`config.mk`:
```
export PLATFORM = sky130hd
export DESIGN_NAME = alu_seq
export DESIGN_NICKNAME = d
export VERILOG_FILES = /design/src/rtl/alu_seq_pkg.sv /design/src/rtl/alu_seq_divstep.sv /design/src/rtl/alu_seq.sv
export SDC_FILE = /design/constraint.sdc
export NUM_CORES = 1
export LEC_CHECK = 0
export ABC_AREA = 1
export ABC_CLOCK_PERIOD_IN_PS = 1900
export CAP_MARGIN = 10
export CORE_ASPECT_RATIO = 1.75
export CORE_MARGIN = 4
export CORE_UTILIZATION = 40
export CTS_BUF_LIST = sky130_fd_sc_hd__clkbuf_16
export CTS_CLUSTER_DIAMETER = 120
export CTS_CLUSTER_SIZE = 14
export DETAILED_ROUTE_END_ITERATION = 16
export HOLD_SLACK_MARGIN = 0.15
export RECOVER_POWER = 100
export SLEW_MARGIN = 5
export SYNTH_ARGS = -nofsm -noshare
export SYNTH_HDL_FRONTEND = slang
export SYNTH_SLANG_ARGS = --single-unit
```
`constraint.sdc`:
```
create_clock -name clk -period 1.9 [get_ports clk]
set_input_delay 0.38 -clock clk [delete_from_list [all_inputs] [get_ports clk]]
set_output_delay 0.38 -clock clk [all_outputs]
set_load 0.02 [all_outputs]
```
`src/rtl/alu_seq_pkg.sv`:
```
`default_nettype none
// ============================================================================
// Module   : alu_seq_pkg
// Brief    : Shared op/state encodings for the sequential ALU.
// Revision : 1.0 - initial release
// ============================================================================
package alu_seq_pkg;

    localparam int OP_W = 3;

    typedef enum logic [OP_W-1:0] {
        OP_AND  = 3'b000,
        OP_XOR  = 3'b001,
        OP_ADD  = 3'b010,
        OP_ROTL = 3'b011,
        OP_SUB  = 3'b100,
        OP_MOD  = 3'b101,
        OP_DIV  = 3'b110,
        OP_RSVD = 3'b111
    } op_e;

    typedef enum logic [1:0] {
        ST_IDLE = 2'd0,
        ST_EXEC = 2'd1,
        ST_ITER = 2'd2,
        ST_DONE = 2'd3
    } state_e;

    // Ops that go through the shift-subtract loop (when the divisor is non-zero).
    function automatic logic is_iterative(input op_e f_op);
        return (f_op == OP_MOD) || (f_op == OP_DIV);
    endfunction

endpackage
`default_nettype wire

```
`src/rtl/alu_seq_divstep.sv`:
```
`default_nettype none
// ============================================================================
// Module   : alu_seq_divstep
// Brief    : One combinational restoring-division step on {rem, quo}.
// Revision : 1.0 - initial release
// ============================================================================
module alu_seq_divstep #(
    parameter int WIDTH = 8
) (
    input  logic [WIDTH-1:0] i_rem,
    input  logic [WIDTH-1:0] i_quo,
    input  logic [WIDTH-1:0] i_b,
    output logic [WIDTH-1:0] o_rem,
    output logic [WIDTH-1:0] o_quo
);

    logic [WIDTH:0]   w_shift;
    logic             w_ge;
    logic [WIDTH-1:0] w_trial;

    // rem < b before the shift, so the shifted value needs one extra bit
    // but a successful trial difference always fits back into WIDTH bits.
    assign w_shift = {i_rem, i_quo[WIDTH-1]};
    assign w_ge    = (w_shift >= {1'b0, i_b});
    assign w_trial = w_shift[WIDTH-1:0] - i_b;

    assign o_rem = w_ge ? w_trial : w_shift[WIDTH-1:0];
    assign o_quo = {i_quo[WIDTH-2:0], w_ge};

endmodule
`default_nettype wire

```
`src/rtl/alu_seq.sv`:
```
`default_nettype none
// ============================================================================
// Module   : alu_seq
// Brief    : Multi-cycle ALU with start/done handshake and iterative MOD/DIV.
// Revision : 1.0 - initial release
// ============================================================================
module alu_seq
    import alu_seq_pkg::*;
#(
    parameter int WIDTH = 8
) (
    input  logic             clk,
    input  logic             rst,
    input  logic             start,
    input  logic [OP_W-1:0]  op,
    input  logic [WIDTH-1:0] in_a,
    input  logic [WIDTH-1:0] in_b,
    output logic             busy,
    output logic             done,
    output logic [WIDTH-1:0] result,
    output logic             carry,
    output logic             zero,
    output logic             err
);

    localparam int              c_CNT_W    = $clog2(WIDTH);
    localparam logic [c_CNT_W-1:0] c_CNT_LAST = c_CNT_W'(WIDTH - 1);

    localparam logic [1:0] c_IDLE = ST_IDLE;
    localparam logic [1:0] c_EXEC = ST_EXEC;
    localparam logic [1:0] c_ITER = ST_ITER;
    localparam logic [1:0] c_DONE = ST_DONE;

    logic [1:0]         r_state;
    op_e                r_op;
    logic [WIDTH-1:0]   r_a;
    logic [WIDTH-1:0]   r_b;
    logic [WIDTH-1:0]   r_rem;
    logic [WIDTH-1:0]   r_quo;
    logic [c_CNT_W-1:0] r_cnt;

    logic [WIDTH-1:0]   r_result;
    logic               r_carry;
    logic               r_zero;
    logic               r_err;

    logic [WIDTH:0]     w_sum;
    logic [WIDTH-1:0]   w_sc_res;
    logic               w_sc_carry;
    logic               w_sc_err;
    logic               w_div0;
    logic               w_iter;
    logic [WIDTH-1:0]   w_rem_nxt;
    logic [WIDTH-1:0]   w_quo_nxt;
    logic [WIDTH-1:0]   w_div_res;
    logic               w_last;

    logic               w_load_out;
    logic [WIDTH-1:0]   w_out_res;
    logic               w_out_carry;
    logic               w_out_err;

    // ------------------------------------------------------------------------
    // Single-cycle datapath (also covers divide-by-zero and the reserved op)
    // ------------------------------------------------------------------------
    assign w_sum  = {1'b0, r_a} + {1'b0, r_b};
    assign w_div0 = (r_b == '0);
    assign w_iter = is_iterative(r_op) && !w_div0;

    always_comb begin
        w_sc_res   = '0;
        w_sc_carry = 1'b0;
        w_sc_err   = 1'b0;
        case (r_op)
            OP_AND:  w_sc_res = r_a & r_b;
            OP_XOR:  w_sc_res = r_a ^ r_b;
            OP_ADD: begin
                w_sc_res   = w_sum[WIDTH-1:0];
                w_sc_carry = w_sum[WIDTH];
            end
            OP_ROTL: begin
                w_sc_res   = {r_a[WIDTH-2:0], r_a[WIDTH-1]};
                w_sc_carry = r_a[WIDTH-1];
            end
            OP_SUB: begin
                w_sc_res   = r_a - r_b;
                w_sc_carry = (r_a >= r_b);
            end
            // Iterative ops arrive on this path only with a zero divisor.
            OP_MOD: begin
                w_sc_res = r_a;
                w_sc_err = 1'b1;
            end
            OP_DIV: begin
                w_sc_res = '1;
                w_sc_err = 1'b1;
            end
            default: begin
                w_sc_res = '0;
                w_sc_err = 1'b1;
            end
        endcase
    end

    // ------------------------------------------------------------------------
    // Iterative divider step, shared by every ITER cycle
    // ------------------------------------------------------------------------
    alu_seq_divstep #(
        .WIDTH (WIDTH)
    ) u_divstep (
        .i_rem (r_rem),
        .i_quo (r_quo),
        .i_b   (r_b),
        .o_rem (w_rem_nxt),
        .o_quo (w_quo_nxt)
    );

    assign w_div_res = (r_op == OP_MOD) ? w_rem_nxt : w_quo_nxt;
    assign w_last    = (r_cnt == c_CNT_LAST);

    // ------------------------------------------------------------------------
    // Control FSM, operand latches and divider state
    // ------------------------------------------------------------------------
    always_ff @(posedge clk or posedge rst) begin
        if (rst) begin
            r_state <= c_IDLE;
            r_op    <= OP_AND;
            r_a     <= '0;
            r_b     <= '0;
            r_rem   <= '0;
            r_quo   <= '0;
            r_cnt   <= '0;
        end else begin
            case (r_state)
                c_IDLE: begin
                    if (start) begin
                        r_op    <= op_e'(op);
                        r_a     <= in_a;
                        r_b     <= in_b;
                        r_state <= c_EXEC;
                    end
                end
                c_EXEC: begin
                    if (w_iter) begin
                        r_rem   <= '0;
                        r_quo   <= r_a;
                        r_cnt   <= '0;
                        r_state <= c_ITER;
                    end else begin
                        r_state <= c_DONE;
                    end
                end
                c_ITER: begin
                    r_rem <= w_rem_nxt;
                    r_quo <= w_quo_nxt;
                    r_cnt <= r_cnt + 1'b1;
                    if (w_last) begin
                        r_state <= c_DONE;
                    end
                end
                c_DONE: begin
                    r_state <= c_IDLE;
                end
                default: begin
                    r_state <= c_IDLE;
                end
            endcase
        end
    end

    // ------------------------------------------------------------------------
    // Output registers: updated only on the edge that enters DONE
    // ------------------------------------------------------------------------
    always_comb begin
        w_load_out  = 1'b0;
        w_out_res   = w_sc_res;
        w_out_carry = w_sc_carry;
        w_out_err   = w_sc_err;
        if ((r_state == c_EXEC) && !w_iter) begin
            w_load_out = 1'b1;
        end else if ((r_state == c_ITER) && w_last) begin
            w_load_out  = 1'b1;
            w_out_res   = w_div_res;
            w_out_carry = 1'b0;
            w_out_err   = 1'b0;
        end
    end

    always_ff @(posedge clk or posedge rst) begin
        if (rst) begin
            r_result <= '0;
            r_carry  <= 1'b0;
            r_zero   <= 1'b0;
            r_err    <= 1'b0;
        end else if (w_load_out) begin
            r_result <= w_out_res;
            r_carry  <= w_out_carry;
            r_zero   <= (w_out_res == '0);
            r_err    <= w_out_err;
        end
    end

    assign busy   = (r_state != c_IDLE);
    assign done   = (r_state == c_DONE);
    assign result = r_result;
    assign carry  = r_carry;
    assign zero   = r_zero;
    assign err    = r_err;

endmodule
`default_nettype wire
```
# [After elaboration in Yosys (flattened, before gate mapping)]
# Index checks and enable logic that the tools add are counted.
[totals] ff_bits=51 in_bits=22 out_inout_bits=13 word_cells=71
[classes] add_sub_neg=4 order_cmp=2 n_eq_ne=13 n_mux=23 bitwise=2 n_reduce_logical=16
[op_table] operator="$pmux W8 S7" count=1
[op_table] operator="$mux W8" count=6
[op_table] operator="$pmux W8 S2" count=2
[op_table] operator="$logic_not A8 Y1" count=2
[op_table] operator="$sub A8 B8 Y8" count=2
[op_table] operator="$eq A3 B3 Y1 const B" count=4
[op_table] operator="$add A8 B8 Y9" count=1
[op_table] operator="$ge A9 B8 Y1" count=1
[op_table] operator="$and A8 B8 Y8" count=1
[op_table] operator="$ge A8 B8 Y1" count=1
[op_table] operator="$mux W1" count=8
[op_table] operator="$pmux W2 S4" count=1
[op_table] operator="$xor A8 B8 Y8" count=1
[op_table] operator="$eq A3 B2 Y1 const B" count=2
[op_table] operator="$ne A2 B2 Y1 const B" count=3
[op_table] operator="$pmux W3 S2" count=1
[op_table] operator="$reduce_and A2 Y1" count=3
[op_table] operator="$reduce_or A5 Y1" count=1
[op_table] operator="$eq A2 B2 Y1 const B" count=2
[op_table] operator="$mux W2" count=2
[op_table] operator="$reduce_bool A2 Y1" count=2
[op_table] operator="$add A3 B1 Y3 const B" count=1
[op_table] operator="$eq A3 B1 Y1 const B" count=1
[op_table] operator="$logic_and A1 B1 Y1" count=3
[op_table] operator="other kinds (7)" count=8

# [Longest topological paths before layout]
# Gate-level depths: netlist of run 1.
[depth] depth_word=7 mapped_depth=17

# [Cells and area by module]
# A second synthesis of run 1 with hierarchy kept.
[unflattened] cells_unflattened=612 hier_area_um2=4297.9
[modules_own_cells] module="alu_seq" instances=1 cells_per_inst=495 area_each_um2=3585.9 seq_area_each_um2=1276.2
[modules_own_cells] module="alu_seq_divstep" instances=1 cells_per_inst=117 area_each_um2=711.9 seq_area_each_um2=0.0

# [Worst setup path after synthesis of run 1]
# Ideal clock, no wire load.
[synth_path] path_kind="flip-flop to flip-flop" from="register r_b[1]" to="register r_zero, in the netlist zero" setup_time_ps=65 t_arrival_ps=1882 required_ps=1835 slack_ps=-47 path_stages_with_launch=15 path_buffers=0 synth_period_minus_slack_ps=1947 cell_sequence="dfrtp_1 inv_1 ha_1 nand3_1 nor2_1 nor2_2 nand2_4 nand2_1 nand3_1 nand2_1 and2_1 nand2_1 nor2_1 nand2_1 nand2_1"
[synth_via] elab_chain_cells=7
[synth_rtl] item="from (decl)" line_no="alu_seq.sv:37" text="logic [WIDTH-1:0] r_b;"
[synth_rtl] item="from (signal assigned)" line_no="alu_seq.sv:139" text="r_b <= in_b;"
[synth_rtl] item="branches (longest 7 deep; another with $sub A8 B8 Y8)"
[synth_rtl] item="to (signal assigned)" line_no="alu_seq.sv:198" text="r_zero <= (w_out_res == '0);"
[synth_rtl] item="to (decl)" line_no="alu_seq.sv:44" text="logic r_zero;"
# Parallel ways; which one is timed is not known.
# A chain may end at the register's enable or synchronous reset.

# [Final worst setup path of run 1]
[layout_path] from="register r_b[0]" to="register r_result[4], in the netlist result[4]"
[layout_via] elab_chain_cells=6
[layout_rtl] item="branches (longest 6 deep; another with $sub A8 B8 Y8)"
[layout_rtl] item="to (signal assigned)" line_no="alu_seq.sv:196" text="r_result <= w_out_res;"
[layout_rtl] item="to (decl)" line_no="alu_seq.sv:42" text="logic [WIDTH-1:0] r_result;"
# Parallel ways; which one is timed is not known.

==> results of run 1 <==
routing by layer:
layer  part of all wire (%)  track usage, %
met1                     35            26.2
met2                     52            46.3
met3                    4.2            3.37
met4                    8.2            18.1
met5                      0               0
critical path, delay by kind of cell, from the launching register on:
family | cells | cell delay [ps]
and+or+nand+nor | 6 | 580
AOI/OAI and AO/OA | 1 | 100
buffers and inverters | 2 | 170
xor gates and xnor gates | 1 | 190
DFF | 1 | 510
adders and majority gates | 2 | 580
final cells by class:
| class | instances | area [µm²] |
|---|---|---|
| clock buffer | 5 | 125 |
| clock inverter | 3 | 46.3 |
| fill | 868 | 3400 |
| inverter | 77 | 297 |
| multi-input combinational | 428 | 2980 |
| sequential | 51 | 1280 |
| tap | 122 | 153 |
| timing repair buffer | 151 | 1250 |
power by group through the flow:
stage,clock (mW),combinational (mW),sequential [mW]
2_1_floorplan,0,4.18,2.08
5_1_grt,1.13,11.0,2.10
3_5_place_dp,0,7.90,1.98
6_report,1.08,10.2,2.04
4_1_cts,1.09,8.84,2.01
3_3_place_gp,0,7.88,1.96
logic make-up after synthesis:
| logic type | count (synthesis) |
|---|---|
| AOI/OAI and AO/OA | 102 |
| DFF | 51 |
| and+or+nand+nor | 282 |
| buffers and inverters | 92 |
| muxes | 2 |
| xor gates and xnor gates | 4 |
| adders and majority gates | 35 |
how the worst max path moves through the flow:
| stage | from | to | slack, ps | depth (start not counted) |
|---|---|---|---|---|
| final | r_b[0] | result[4] | -270 | 12 |
| after global placement | r_b[0] | zero | -430 | 13 |
| after detailed placement | r_b[0] | zero | -410 | 13 |
| after CTS | r_b[0] | zero | -230 | 12 |
| after floorplan | r_a[0] | zero | 0.4 | 13 |
| after global routing | r_b[0] | zero | -380 | 14 |
cells in the final DEF, fill, tap and decap left out, types with 24 or more instances in the layout:
cell,synthesis,layout
nand2_2,4,29
o21ai_0,39,26
inv_1,74,58
dfrtp_1,51,50
buf_4,1,103
nand2_1,141,113
a21oi_1,40,33
nor2_1,57,48
nand3_1,54,24
nand3_2,1,25
flip-flops by register name, indices dropped and copies added (netlist names):
name,flops
carry,1
zero,1
err,1
result,8
r_b,8
r_op,3
r_a,8
r_quo,8
r_state,2
r_cnt,3
r_rem,8
through the flow:
| stage | hold WS (ps) | cell area, µm² | TNS [ps] | setup WS, ps |
|---|---|---|---|---|
| final | 483 | 6120 | -1520 | -270 |
| after global routing | 511 | 6120 | -4520 | -381 |
| after CTS | 453 | 5710 | -942 | -226 |
| after detailed placement | 472 | 5120 | -4540 | -415 |
| after global placement | 460 | 5120 | -4070 | -427 |
| after floorplan | 446 | 3950 | 0 | 0.414 |
timing repair:
action / CTS / global route
setup endpoints to repair: 27 / 29
buffers inserted: 3 / 21
gates resized for setup: 83 / 98
cloned: 4 / 0
pin swaps: 13 / 36
==> summary.md, run 1 <==
| Metric | Value |
|---|---|
| Outcome | complete, but fails checks |
| Failing checks | setup timing |
| Share of the synthesized area in the top cell type | 32.4% |
| CTS tree | built |
| Drt total wl | 15.2 mm |
| Final Slew Violations | 0 |
| IO Pins | 35 |
| Post-synthesis compound-gate area fraction | between 10% and 20% |
| Crit Reg-Reg Endpoint | result[4] |
| Fin worst setup slack | -270 ps |
| Synth Register Bits | 51 |
| Worst IR drop on VDD | approximately 1.2 mV |
| FF-to-FF setup slack | -270 ps |
| Slew @ Worst Pin | 1360 ps |
| Layout Skew | 6.49 ps |
| Top area cells in the synthesized netlist | dfrtp_1, nand2_1, ha_1 |
| N_diodes | 0 |
| Psw | between 6 and 7 mW |
| CP Launch Type | flip-flop |
| Min-Delay Path Class | flip-flop to flip-flop |
| WHS Endpoint | carry |
| Core area | about 9500 µm² |
| Seq/Total Area, Yosys | between 30% and 40% |
| Synth Area in Simple Gates | a little under a third |
| Pre-antenna DRT Iters | 5 |
| Post-synth EDFFs | 0 |
| Final period util | 114% |
| Hold Path Depth | 2 |
| Critical R2R Launch | r_b[0] |
| PortBufs | 34 |
| Flop pwr share | between 10% and 20% |
| Yosys warnings | 0 |
| GRT Util Overall | 25.4% |
| CP Max Fanout | 6 |
| Count leader, synth | nand2_1 |
| Adder-cell share of the synthesized area | roughly an eighth |
| Area Overhead vs Synth | 55.3% |
| Row cnt | 47 |
| Mapped Nets | 625 |
| Remaining global-route overflow | 0 |
| Worst path slowest cell | dfrtp_2 |
| CP required | roughly 2100 ps |
| CP max stage delay | 510 ps |
| CTS Buffer Depth | 2 |
| Largest net degree at the start of global routing | between 50 and 60 |
| GP Congestion | 0.991 |
| Clock power frac | approximately 8.1% |
| CTS clk-pin slew, worst paths | approximately 80 ps |
| CTS H-tree lvls | 2 |
| Via count | 4513 |
| Mux share of post-synthesis cell area | less than 1% |
| Fmax achieved | ~460 MHz |
| Routed wire per std cell | ~18 µm |
| Initial DRC Count | approximately 280 |
| Critical path class | flip-flop to flip-flop |
| Clock Sinks | 51 |
| Min-delay src | carry |
| Syn Area/Cell | roughly 6.9 µm² |
| Most instantiated cells after synthesis | nand2_1, inv_1, nor2_1 |
| Die Y | between 100 and 150 µm |
| Sw Share | approximately 50% |
| Unrepaired setup endpoints after global routing | true |
| Starting Density | 41.4% |
| FF-to-FF path depth | 12 |
| Nets | ~770 |
| Cts hold-fix bufs | 0 |
| Critical-path cell list | ha_4 > inv_4 > fa_2 > nand3_4 > nand2_4 > xor2_2 > nand2_1 > nand3_2 > nand2_2 > and2_4 > buf_4 > o21ai_1 |
| Critical path endpoint category | flip-flop |
| Initial antenna violation count | 0 |
| DR DRC count | 0 |
| Area share of xor/xnor cells in the synthesized design | less than 1% |
| Vias per Instance | roughly 5.4 |
| First-pass GRT wire length | 23.4 mm |
| Synthesized area | ~3900 µm² |
| Max Cap Violations | 0 |
| Cell-internal power | 6.69 mW |
| Num CTS Buffers | 5 |
| Synth unique cells | 37 |
| Largest family of logic cells by synthesized area | simple AND/OR/NAND/NOR gates |
| ANT nets after route | 0 |
| Vias in the first global route | ~4600 |
| Placed instance count | slightly above 800 |
| Final setup violation count | 12 |
| LEAKAGE | around 3.0 nW |
| Relative slew margins | under 10% |
| Worst-Skew Late Latency | 300 ps |
| Final hold vios | 0 |
| Share of post-route cells with drive strength above 1 | a little under two fifths |
| Dpl hpwl | about 11 mm |
| Combinational share of power | between 70% and 80% |
| Die area | about 12000 µm² |
| Chip width | 83.0 µm |
| Synthesized netlist cell count | ~570 |
| Non-Filler Instances | between 800 and 900 |
| Final Core Density | ~64% |
| CTS root buf | clkbuf_16 |
| Period minus WS final | around 2200 ps |
| Critical Path AT | ~2400 ps |
| Synth Flop Type | dfrtp_1 |
| Biggest area consumer among synthesized cells | dfrtp_1 |
| Power density cells | between 2000 and 2500 nW/µm² |
| Async set or reset register ratio after synthesis | 100% |
| PnR Total Power | between 10 and 15 mW |
Power figures use the tool's default switching activity.
==> inputs of run 2 (changes only) <==
Settings changed: TNS_END_PERCENT from default to 100.
==> results of run 2 <==
Final layout, timing and power as in run 1 (identical DEF).
